<file path="config.mk">
export PLATFORM = sky130hd
export DESIGN_NAME = seq_lock_flat
export DESIGN_NICKNAME = d
export VERILOG_FILES = /design/src/rtl/lock_pkg.sv /design/src/rtl/seq_lock_if.sv /design/src/rtl/lock_timer.sv /design/src/rtl/seq_lock.sv /design/src/flat_wrapper.sv
export SDC_FILE = /design/constraint.sdc
export NUM_CORES = 1
export LEC_CHECK = 0
export BUFFER_PORTS_ARGS = -buffer_cell sky130_fd_sc_hd__buf_2
export CORE_UTILIZATION = 54
export DETAILED_ROUTE_END_ITERATION = 12
export GPL_ROUTABILITY_DRIVEN = 0
export PLACE_DENSITY_LB_ADDON = 0.15
export SYNTH_ARGS = -nofsm -noshare
export SYNTH_HDL_FRONTEND = slang
export SYNTH_HIERARCHICAL = 1
export SYNTH_SLANG_ARGS = --single-unit
</file>
<file path="constraint.sdc">
create_clock -name clock -period 3.7 [get_ports clock]
set_input_delay 0.555 -clock clock [delete_from_list [all_inputs] [get_ports clock]]
set_output_delay 0.555 -clock clock [all_outputs]
set_load 0.02 [all_outputs]
</file>
<file path="src/rtl/lock_pkg.sv">
// ============================================================================
// Module  : lock_pkg
// Brief   : Shared state encoding, widths and helpers for the sequence lock.
// Revision: 1.0 - initial release
// ============================================================================
`default_nettype none

package lock_pkg;

    localparam logic [1:0] ENTRY    = 2'd0;
    localparam logic [1:0] UNLOCKED = 2'd1;
    localparam logic [1:0] LOCKOUT  = 2'd2;

    typedef enum logic [1:0] {
        ST_ENTRY    = ENTRY,
        ST_UNLOCKED = UNLOCKED,
        ST_LOCKOUT  = LOCKOUT
    } state_t;

    localparam int FAIL_W = 4;

    function automatic int max3(input int a, input int b, input int c);
        int m;
        m = (a > b) ? a : b;
        return (m > c) ? m : c;
    endfunction

endpackage

`default_nettype wire

</file>
<file path="src/rtl/seq_lock_if.sv">
// ============================================================================
// Module  : seq_lock_if
// Brief   : Key, code-load and status signals of the sequence lock.
// Revision: 1.0 - initial release
// ============================================================================
`default_nettype none

interface seq_lock_if
    import lock_pkg::*;
#(
    parameter int CODE_LEN = 4
);
    logic                inp0;
    logic                inp1;
    logic [CODE_LEN-1:0] code_in;
    logic                code_load;
    logic                out;
    logic                alarm;
    logic [FAIL_W-1:0]   fail_cnt;

    modport master (
        output inp0, inp1, code_in, code_load,
        input  out, alarm, fail_cnt
    );

    modport slave (
        input  inp0, inp1, code_in, code_load,
        output out, alarm, fail_cnt
    );

endinterface

`default_nettype wire

</file>
<file path="src/rtl/lock_timer.sv">
// ============================================================================
// Module  : lock_timer
// Brief   : Loadable saturating down-counter; done_o while the count is zero.
// Revision: 1.0 - initial release
// ============================================================================
`default_nettype none

module lock_timer #(
    parameter int WIDTH = 6
) (
    input  wire logic             clock,
    input  wire logic             reset,
    input  wire logic             load_i,
    input  wire logic [WIDTH-1:0] value_i,
    output logic                  done_o
);

    logic [WIDTH-1:0] count_q;

    always_ff @(posedge clock) begin
        if (reset) begin
            count_q <= '0;
        end else if (load_i) begin
            count_q <= value_i;
        end else if (count_q != '0) begin
            count_q <= count_q - 1'b1;
        end
    end

    assign done_o = (count_q == '0);

endmodule

`default_nettype wire

</file>
<file path="src/rtl/seq_lock.sv">
// ============================================================================
// Module  : seq_lock
// Brief   : Two-key sequence lock with unlock window, retry lockout and idle
//           discard of partial entries; one shared interval timer.
// Revision: 1.0 - initial release
// ============================================================================
`default_nettype none

module seq_lock
    import lock_pkg::*;
#(
    parameter int                CODE_LEN       = 4,
    parameter logic [CODE_LEN-1:0] DEFAULT_CODE = 4'b0110,
    parameter int                MAX_TRIES      = 3,
    parameter int                UNLOCK_CYCLES  = 8,
    parameter int                LOCKOUT_CYCLES = 16,
    parameter int                IDLE_TIMEOUT   = 32
) (
    input  wire logic clock,
    input  wire logic reset,
    seq_lock_if.slave bus
);

    localparam int TMR_MAX = max3(UNLOCK_CYCLES, LOCKOUT_CYCLES, IDLE_TIMEOUT);
    localparam int TMR_W   = $clog2(TMR_MAX + 1);
    localparam int CNT_W   = $clog2(CODE_LEN + 1);

    state_t              state_q;
    logic [CODE_LEN-2:0] entry_q;
    logic [CODE_LEN-1:0] code_q;
    logic [CNT_W-1:0]    cnt_q;
    logic [FAIL_W-1:0]   fail_q;
    logic                out_q;
    logic                alarm_q;

    logic                w_one;
    logic                w_both;
    logic [CODE_LEN-1:0] w_shift;
    logic                w_last;
    logic                w_match;
    logic [FAIL_W-1:0]   w_fail_inc;
    logic                w_lock;
    logic                w_tmr_load;
    logic [TMR_W-1:0]    w_tmr_value;
    logic                w_tmr_done;

    assign w_one      = bus.inp0 ^ bus.inp1;
    assign w_both     = bus.inp0 & bus.inp1;
    // Only CODE_LEN-1 digits are ever held; the newest digit completes the word.
    assign w_shift    = {entry_q, bus.inp1};
    assign w_last     = (cnt_q == CNT_W'(CODE_LEN - 1));
    assign w_match    = (w_shift == code_q);
    assign w_fail_inc = fail_q + 1'b1;
    assign w_lock     = (w_fail_inc == FAIL_W'(MAX_TRIES));

    // Reload values are N-1 because the exit decision is taken on the edge
    // that finds the counter already at zero.
    always_comb begin
        w_tmr_load  = 1'b0;
        w_tmr_value = TMR_W'(IDLE_TIMEOUT - 1);
        if (state_q == ST_ENTRY && w_one) begin
            w_tmr_load = 1'b1;
            if (w_last && w_match) begin
                w_tmr_value = TMR_W'(UNLOCK_CYCLES - 1);
            end else if (w_last && w_lock) begin
                w_tmr_value = TMR_W'(LOCKOUT_CYCLES - 1);
            end
        end
    end

    lock_timer #(
        .WIDTH   (TMR_W)
    ) u_timer (
        .clock   (clock),
        .reset   (reset),
        .load_i  (w_tmr_load),
        .value_i (w_tmr_value),
        .done_o  (w_tmr_done)
    );

    always_ff @(posedge clock) begin
        if (reset) begin
            state_q <= ST_ENTRY;
            entry_q <= '0;
            code_q  <= DEFAULT_CODE;
            cnt_q   <= '0;
            fail_q  <= '0;
            out_q   <= 1'b0;
            alarm_q <= 1'b0;
        end else begin
            case (state_q)
                ST_ENTRY: begin
                    if (w_both) begin
                        cnt_q   <= '0;
                        entry_q <= '0;
                    end else if (w_one) begin
                        if (w_last) begin
                            cnt_q   <= '0;
                            entry_q <= '0;
                            if (w_match) begin
                                state_q <= ST_UNLOCKED;
                                out_q   <= 1'b1;
                                fail_q  <= '0;
                            end else begin
                                fail_q <= w_fail_inc;
                                if (w_lock) begin
                                    state_q <= ST_LOCKOUT;
                                    alarm_q <= 1'b1;
                                end
                            end
                        end else begin
                            entry_q <= w_shift[CODE_LEN-2:0];
                            cnt_q   <= cnt_q + 1'b1;
                        end
                    end else if (cnt_q != '0 && w_tmr_done) begin
                        cnt_q   <= '0;
                        entry_q <= '0;
                    end
                end
                ST_UNLOCKED: begin
                    if (bus.code_load) begin
                        code_q <= bus.code_in;
                    end
                    if (w_tmr_done) begin
                        state_q <= ST_ENTRY;
                        out_q   <= 1'b0;
                    end
                end
                ST_LOCKOUT: begin
                    if (w_tmr_done) begin
                        state_q <= ST_ENTRY;
                        alarm_q <= 1'b0;
                        fail_q  <= '0;
                    end
                end
                default: begin
                    state_q <= ST_ENTRY;
                    out_q   <= 1'b0;
                    alarm_q <= 1'b0;
                end
            endcase
        end
    end

    assign bus.out      = out_q;
    assign bus.alarm    = alarm_q;
    assign bus.fail_cnt = fail_q;

endmodule

`default_nettype wire

</file>
<file path="src/flat_wrapper.sv">
// flat-port wrapper written by rule: the top's interface ports become plain ports
module seq_lock_flat import lock_pkg::*;
#(
    parameter int                CODE_LEN       = 4,
    parameter logic [CODE_LEN-1:0] DEFAULT_CODE = 4'b0110,
    parameter int                MAX_TRIES      = 3,
    parameter int                UNLOCK_CYCLES  = 8,
    parameter int                LOCKOUT_CYCLES = 16,
    parameter int                IDLE_TIMEOUT   = 32
)
  (clock, reset, bus_inp0, bus_inp1, bus_code_in, bus_code_load, bus_out, bus_alarm, bus_fail_cnt);
  seq_lock_if #(.CODE_LEN(CODE_LEN)) bus_i ();
  input  wire logic clock;
  input  wire logic reset;
  input wire logic [$bits(bus_i.inp0)-1:0] bus_inp0;
  input wire logic [$bits(bus_i.inp1)-1:0] bus_inp1;
  input wire logic [$bits(bus_i.code_in)-1:0] bus_code_in;
  input wire logic [$bits(bus_i.code_load)-1:0] bus_code_load;
  output wire logic [$bits(bus_i.out)-1:0] bus_out;
  output wire logic [$bits(bus_i.alarm)-1:0] bus_alarm;
  output wire logic [$bits(bus_i.fail_cnt)-1:0] bus_fail_cnt;
  assign bus_i.inp0 = bus_inp0;
  assign bus_i.inp1 = bus_inp1;
  assign bus_i.code_in = bus_code_in;
  assign bus_i.code_load = bus_code_load;
  assign bus_out = bus_i.out;
  assign bus_alarm = bus_i.alarm;
  assign bus_fail_cnt = bus_i.fail_cnt;
  seq_lock #(.CODE_LEN(CODE_LEN), .DEFAULT_CODE(DEFAULT_CODE), .MAX_TRIES(MAX_TRIES), .UNLOCK_CYCLES(UNLOCK_CYCLES), .LOCKOUT_CYCLES(LOCKOUT_CYCLES), .IDLE_TIMEOUT(IDLE_TIMEOUT)) u_core (.clock(clock), .reset(reset), .bus(bus_i));
endmodule
</file>
## Word level (Yosys, flattened, before mapping)

Cells that the tools add are included.

| storage, ports and cells | value |
|---|---|
| register bits after elaboration | 24 |
| latch bits | 0 |
| RAM bits | 0 |
| bits in read-only memories | 0 |
| input port bits | 9 |
| output and inout port bits | 6 |
| logic and storage cells | 86 |
| memories kept | 0 |

| operators by class | value |
|---|---|
| add/subtract/negate cells | 3 |
| $mul | 0 |
| div/mod/pow operators | 0 |
| $lt $le $gt $ge | 0 |
| equal/unequal tests | 15 |
| shift-type cells | 0 |
| muxes and demuxes | 38 |
| bitwise gates (word level) | 4 |
| reduce and logical (&&, ||, !) cells | 18 |

Operator list:

| kind | count |
|---|---|
| 6-bit two-way mux | 4 |
| 3-bit two-way mux | 7 |
| 4-bit two-way mux | 5 |
| 2-bit by 1-bit != test with 1-bit output (second input constant) | 7 |
| 2-bit two-way mux | 6 |
| 1-bit two-way mux | 11 |
| 5-bit AND reduction | 2 |
| 4-bit case mux with 2 select lines | 1 |
| 7-bit AND reduction | 1 |
| 6-bit zero test | 1 |
| 1-bit case mux with 3 select lines | 2 |
| 6-bit AND reduction | 1 |
| 3-bit nonzero test | 2 |
| 6-bit nonzero test | 1 |
| 6-bit by 1-bit subtractor with 6-bit output (second input constant) | 1 |
| 5-bit two-way mux | 1 |
| 4-bit by 1-bit adder with 4-bit output (second input constant) | 1 |
| 4-bit by 2-bit == test with 1-bit output (second input constant) | 1 |
| 4-bit == test | 1 |
| 1-bit logical AND | 4 |
| 2-bit != test (second input constant) | 2 |
| 2-bit case mux with 2 select lines | 1 |
| 2-bit AND reduction | 2 |
| 2-bit nonzero test | 2 |
| other kinds (10) | 11 |

## Longest topological paths before layout

| logic depth | value |
|---|---|
| depth in word-level cells | 8 |
| depth in mapped cells | 8 |

## Hierarchy

Netlist, hierarchy kept.

Modules (own cells, without submodules):

| module | times used | cells each | area each (µm²) | seq. area each (µm²) |
|---|---|---|---|---|
| seq_lock | 1 | 124 | 1,086.0 | 360.3 |
| lock_timer | 1 | 46 | 395.4 | 120.1 |

## Least setup slack after synthesis

No wires, ideal clock.

| path | value |
|---|---|
| path kind | register to register |
| from | register u_core.state_q[0] |
| to | register u_core.u_timer.count_q[0] |
| library setup time | 0.138 ns |
| arrival | 1.644 ns |
| required time | 3.562 ns |
| path slack | 1.917 ns |
| cell stages (with the launch flop) | 9 |
| buffers on the path | 2 |
| period minus slack after synthesis | 1.783 ns |
| cells stage by stage | dfxtp_1 > inv_1 > ha_1 > clkbuf_1 > and2_1 > clkbuf_1 > nor3b_1 > nand3_1 > o221ai_1 |

| between the ends | value |
|---|---|
| word-level cells in the longest chain between the ends | 4 |
| elaborated cells between the ends (all ways) | 6 |
| classes of those cells | mux (3); reduce/logical (3) |

Ends and longest elaborated chain:

| element | line | text |
|---|---|---|
| from (decl) | seq_lock.sv:28 | `state_t state_q;` |
| from (signal assigned) | seq_lock.sv:83 | `state_q <= ST_ENTRY;` |
| from (signal assigned) | seq_lock.sv:101 | `state_q <= ST_UNLOCKED;` |
| from (signal assigned) | seq_lock.sv:107 | `state_q <= ST_LOCKOUT;` |
| 2-bit zero test (*) | seq_lock.sv:61 | `if (state_q == ST_ENTRY && w_one) begin` |
| 1-bit logical AND (*) | seq_lock.sv:61 |  |
| 1-bit two-way mux (*) | seq_lock.sv:61 |  |
| net u_core.w_tmr_load | seq_lock.sv:43 | `logic w_tmr_load;` |
| 6-bit two-way mux or 2-bit nonzero test (tied branches) | n/a |  |
| to (signal assigned) | lock_timer.sv:24 | `count_q <= value_i;` |
| to (signal assigned) | lock_timer.sv:26 | `count_q <= count_q - 1'b1;` |
| to (decl) | lock_timer.sv:18 | `logic [WIDTH-1:0] count_q;` |

Mark *: on every way through the listed nets, which the timed path passes. The rest lies on a longest branch.
A chain may end at the register's enable or synchronous reset.

## Worst setup path in the final report

| path | value |
|---|---|
| from | register u_core.state_q[0] |
| to | register u_core.u_timer.count_q[1] |

Same word-level chain as after synthesis.

==> reports/qor_table.md <==
| Group | Result | Value |
| --- | --- | --- |
| setup path | Worst path required time | 3930 ps |
| pwr | Switching pwr | 206 uW |
| logic synthesis | Sequential share of the synthesized area | 0.324 |
| layout | Fraction of layout instances using a drive strength above 1 | 0.163 |
| clock network | Resized cells post-CTS | 0 |
| setup path | Cells traversed along the worst timing path | inv_1 -> ha_1 -> and2_1 -> or3_1 -> o221ai_1 |
| floorplanning | Die Height | 54.4 um |
| detailed routing | Count of nets left with antenna violations after detail routing | 0 |
| sta | Transition time at the pin with the least slew margin | 512 ps |
| sta | Final Cycle Share | 0.513 |
| pwr | Power per cell area | 377 nW/um^2 |
| logic synthesis | Main combinational cell family by area after synthesis | simple AND/OR/NAND/NOR gates |
| logic synthesis | Netlist area before placement | 1480 um^2 |
| sta | Fmax | 527 MHz |
| setup path | Crit path kind | reg2reg |
| detailed routing | Post-detailed-route DRC marker count | 0 |
| layout | Nets@finish | 206 |
| sta | Unrepaired setup endpoints after global routing | false |
| sta | Setup TNS | 0 ps |
| setup path | Largest fanout on the critical path | 15 |
| pwr | Peak ir drop on the vdd network | 277 uV |
| pwr | Internal Power | 397 uW |
| floorplanning | Std-Cell Core Area | 2540 um^2 |
| layout | Number of antenna diodes | 0 |
| logic synthesis | Synthesized instance count | 170 |
| floorplanning | Horizontal die dimension | 54.4 um |
| pwr | Combinational fraction of design power | 0.308 |
| logic synthesis | Mux cell area share after synthesis | 0.00676 |
| pwr | Clock network fraction of design power | 0.185 |
| logic synthesis | Area fraction in compound gates after synthesis | 0.219 |
| clock network | Clock network latency to the later pin of the worst-skew pair | 310 ps |
| clock network | Cell at the root of the clock tree | sky130_fd_sc_hd__clkbuf_4 |
| run | Max-cap violations | 0 |
| clock network | Setup repair bufs after CTS | 0 |
| clock network | Clock transition time at the flip-flop clock pins of the worst setup and hold paths | 120 ps |
| global routing | First-pass GRT wire length | 5040 um |
| detailed routing | Drt wl/cell | 14.4 um |
| detailed routing | First DRT Iteration DRCs | 54 |
| logic synthesis | Yosys cell types | 49 |
| floorplanning | Initial core utilization | 0.582 |
| floorplanning | Die area | 2960 um^2 |
| floorplanning | Cell Rows | 18 |
| logic synthesis | Post-synthesis share of cell area spent on full adders, half adders and majority gates | 0.0929 |
| layout | Layout Area Growth over Synthesis | 8.02% |
| clock network | Post-cts hold buffer count | 0 |
| outcome | Outcome | complete, no violations |
| global routing | Via count of the first global-routing pass | 1177 |
| logic synthesis | XOR/XNOR Fraction of Synth Area | 0.0414 |
| clock network | # clock sinks | 24 |
| clock network | Clock tree from TritonCTS | built |
| sta | Worst Hold Slack | 477 ps |
| global routing | Overall routing resource usage | 0.240 |
| clock network | Number of buffers created by CTS | 3 |
| placement | Buffers added on ports | 14 |
| detailed routing | Vias | 1285 |
| floorplanning | Count of pins on the block boundary | 15 |
| sta | Layout Skew | 1.64 ps |
| sta | Max transition margin | 0.658 |
| sta | Number of setup violations in the final report | 0 |
| min path | Tightest Hold Check Type | reg2reg |
| logic synthesis | Flip-flop and latch count after synthesis | 24 |
| setup path | Startpoint types | register |
| sta | Min Tclk post-route | 1900 ps |
| layout | Top library cells by usage in the layout, fill and taps aside | sky130_fd_sc_hd__dfxtp_1 (24), sky130_fd_sc_hd__buf_2 (14), sky130_fd_sc_hd__nand2_1 (13), sky130_fd_sc_hd__a21oi_1 (13), sky130_fd_sc_hd__inv_1 (12) |
| sta | Final hold viol count | 0 |
| layout | Most common library cell in the layout ignoring fill and taps | sky130_fd_sc_hd__dfxtp_1 |
| clock network | H-tree Lvls | 1 |
| setup path | Critical Path AT | 2130 ps |
| logic synthesis | Post-Synth Simple-Gate Area | 0.265 |
| detailed routing | Aggregate routed wire length | 3090 um |
| global routing | Initial antenna violation count | 0 |
| clock network | Buffers from clock root to sink, at most | 2 |
| global routing | Final global-route overflow total | 0 |
| sta | Count of final max-slew check failures | 0 |
| pwr | Leakage | 0.000623 uW |
| logic synthesis | Avg Synthesized Cell Area | 8.71 um^2 |
| setup path | Worst path max stage delay | 440 ps |
| setup path | Endpoint class of the critical path | register |
| pwr | Proportion of total power due to net switching | 0.342 |
| global routing | Maximum number of pins on one net before global-route repair | 30 |
| detailed routing | First drt pass iteration count | 5 |
| setup path | CP max-delay cell | sky130_fd_sc_hd__or3_1 |
| detailed routing | Post-detailed-route via-to-cell ratio | 6.00 |
| logic synthesis | Synthesis warning total | 6 |
| placement | HPWL after DPL | 2310 um |
| pwr | Share of total power in sequential cells | 0.507 |
## path summary, 6_finish.rpt
kind | start | end | slack, ps | cells after the start
min reg2reg | u_core/code_q[0]$_SDFFE_PP0P_ | u_core/code_q[0]$_SDFFE_PP0P_ | 480 | 2
max reg2reg | u_core/state_q[0]$_SDFFE_PP0P_ | u_core/u_timer/count_q[1]$_SDFFE_PP0P_ | 1800 | 5
max | u_core/state_q[0]$_SDFFE_PP0P_ | u_core/u_timer/count_q[1]$_SDFFE_PP0P_ | 1800 | 5
min | u_core/code_q[0]$_SDFFE_PP0P_ | u_core/code_q[0]$_SDFFE_PP0P_ | 480 | 2
## power by group through the flow
stage / Clock (uW) / Sequential (uW) / Combinational (uW)
floorplan: 0 / 305 / 148
global placement: 0 / 309 / 178
detailed placement: 0 / 311 / 183
CTS: 118 / 305 / 185
global route: 127 / 309 / 206
finish: 112 / 305 / 186
## layout make-up
type                       instances  area [um^2]
sequential                        24          480
fill                             224          945
tap                               30         37.5
inverter                          13         48.8
clock buffer                       3         22.5
multi-input combinational        130          941
timing repair buffer              14         70.1
## per-stage QoR
step	worst slack [ps]	instance area, um^2	power, uW	instances	util
finish	1800	1600	603	214	0.629
global placement	1730	1580	487	211	0.620
global route	1640	1600	642	214	0.629
CTS	1800	1600	608	214	0.629
detailed placement	1630	1580	494	211	0.620
floorplan	1920	1490	453	172	-
## cell usage after synthesis, drive strengths merged
master	number	share of area
and4	1	0.0059
a22oi	1	0.0051
a32oi	1	0.0059
a221oi	1	0.010
o211ai	1	0.0051
nor2b	3	0.013
conb	2	0.0051
a31oi	4	0.017
mux2i	1	0.0068
and3b	1	0.0059
nand4b	2	0.012
nand3	10	0.034
ha	11	0.093
or4b	1	0.0093
dfxtp	24	0.32
inv	13	0.033
a41oi	1	0.011
nand4bb	1	0.0076
nand4	7	0.034
and3	2	0.0084
a211o	3	0.018
nor2	4	0.015
o21a	1	0.0051
nor3	4	0.020
o22ai	2	0.0084
o31ai	2	0.023
or3	4	0.020
nand2	13	0.033
and2	1	0.0042
o221ai	2	0.012
a21o	1	0.0051
clkbuf	4	0.010
a21boi	1	0.0076
nand2b	2	0.0084
a211oi	3	0.019
buf	1	0.0025
nor3b	6	0.030
o21ai	7	0.024
nor4	1	0.0042
xnor2	7	0.041
a21oi	13	0.044
## sequential cells by signal (all words and copies together), names as in the netlist
name,cells
u_core/u_timer/count_q,6
u_core/bus.fail_cnt,4
u_core/code_q,4
u_core/cnt_q,3
u_core/entry_q,3
u_core/state_q,2
u_core/bus.alarm,1
u_core/bus.out,1
## worst max-delay path, delay by kind of cell, from the launching register on
kind / cells / cell delay, ps
AO/OA/AOI/OAI: 1 / 190
adder cells (fa/ha/maj): 1 / 360
buffers and inverters: 1 / 90
flip-flops: 1 / 380
AND/OR/NAND/NOR: 2 / 810
## metal layers
metal / wire length, um / GRT usage / vias to the layer above
li1: - / - / 650
met5: 0 / 0 / -
met3: 127 / 0.0667 / 4
met4: 39 / 0.0940 / 0
met1: 1360 / 0.263 / 597
met2: 1560 / 0.433 / 34
## cells by family (layout without fill, tap and decap cells)
kind of cell	Yosys count	count (layout)
AOI/OAI and AO/OA	44	44
xor gates and xnor gates	7	7
adders and majority gates	11	11
buffers and inverters	18	30
DFF	24	24
muxes	1	1
other	2	4
and+or+nand+nor	63	63
(Power assumes the default switching activity.)
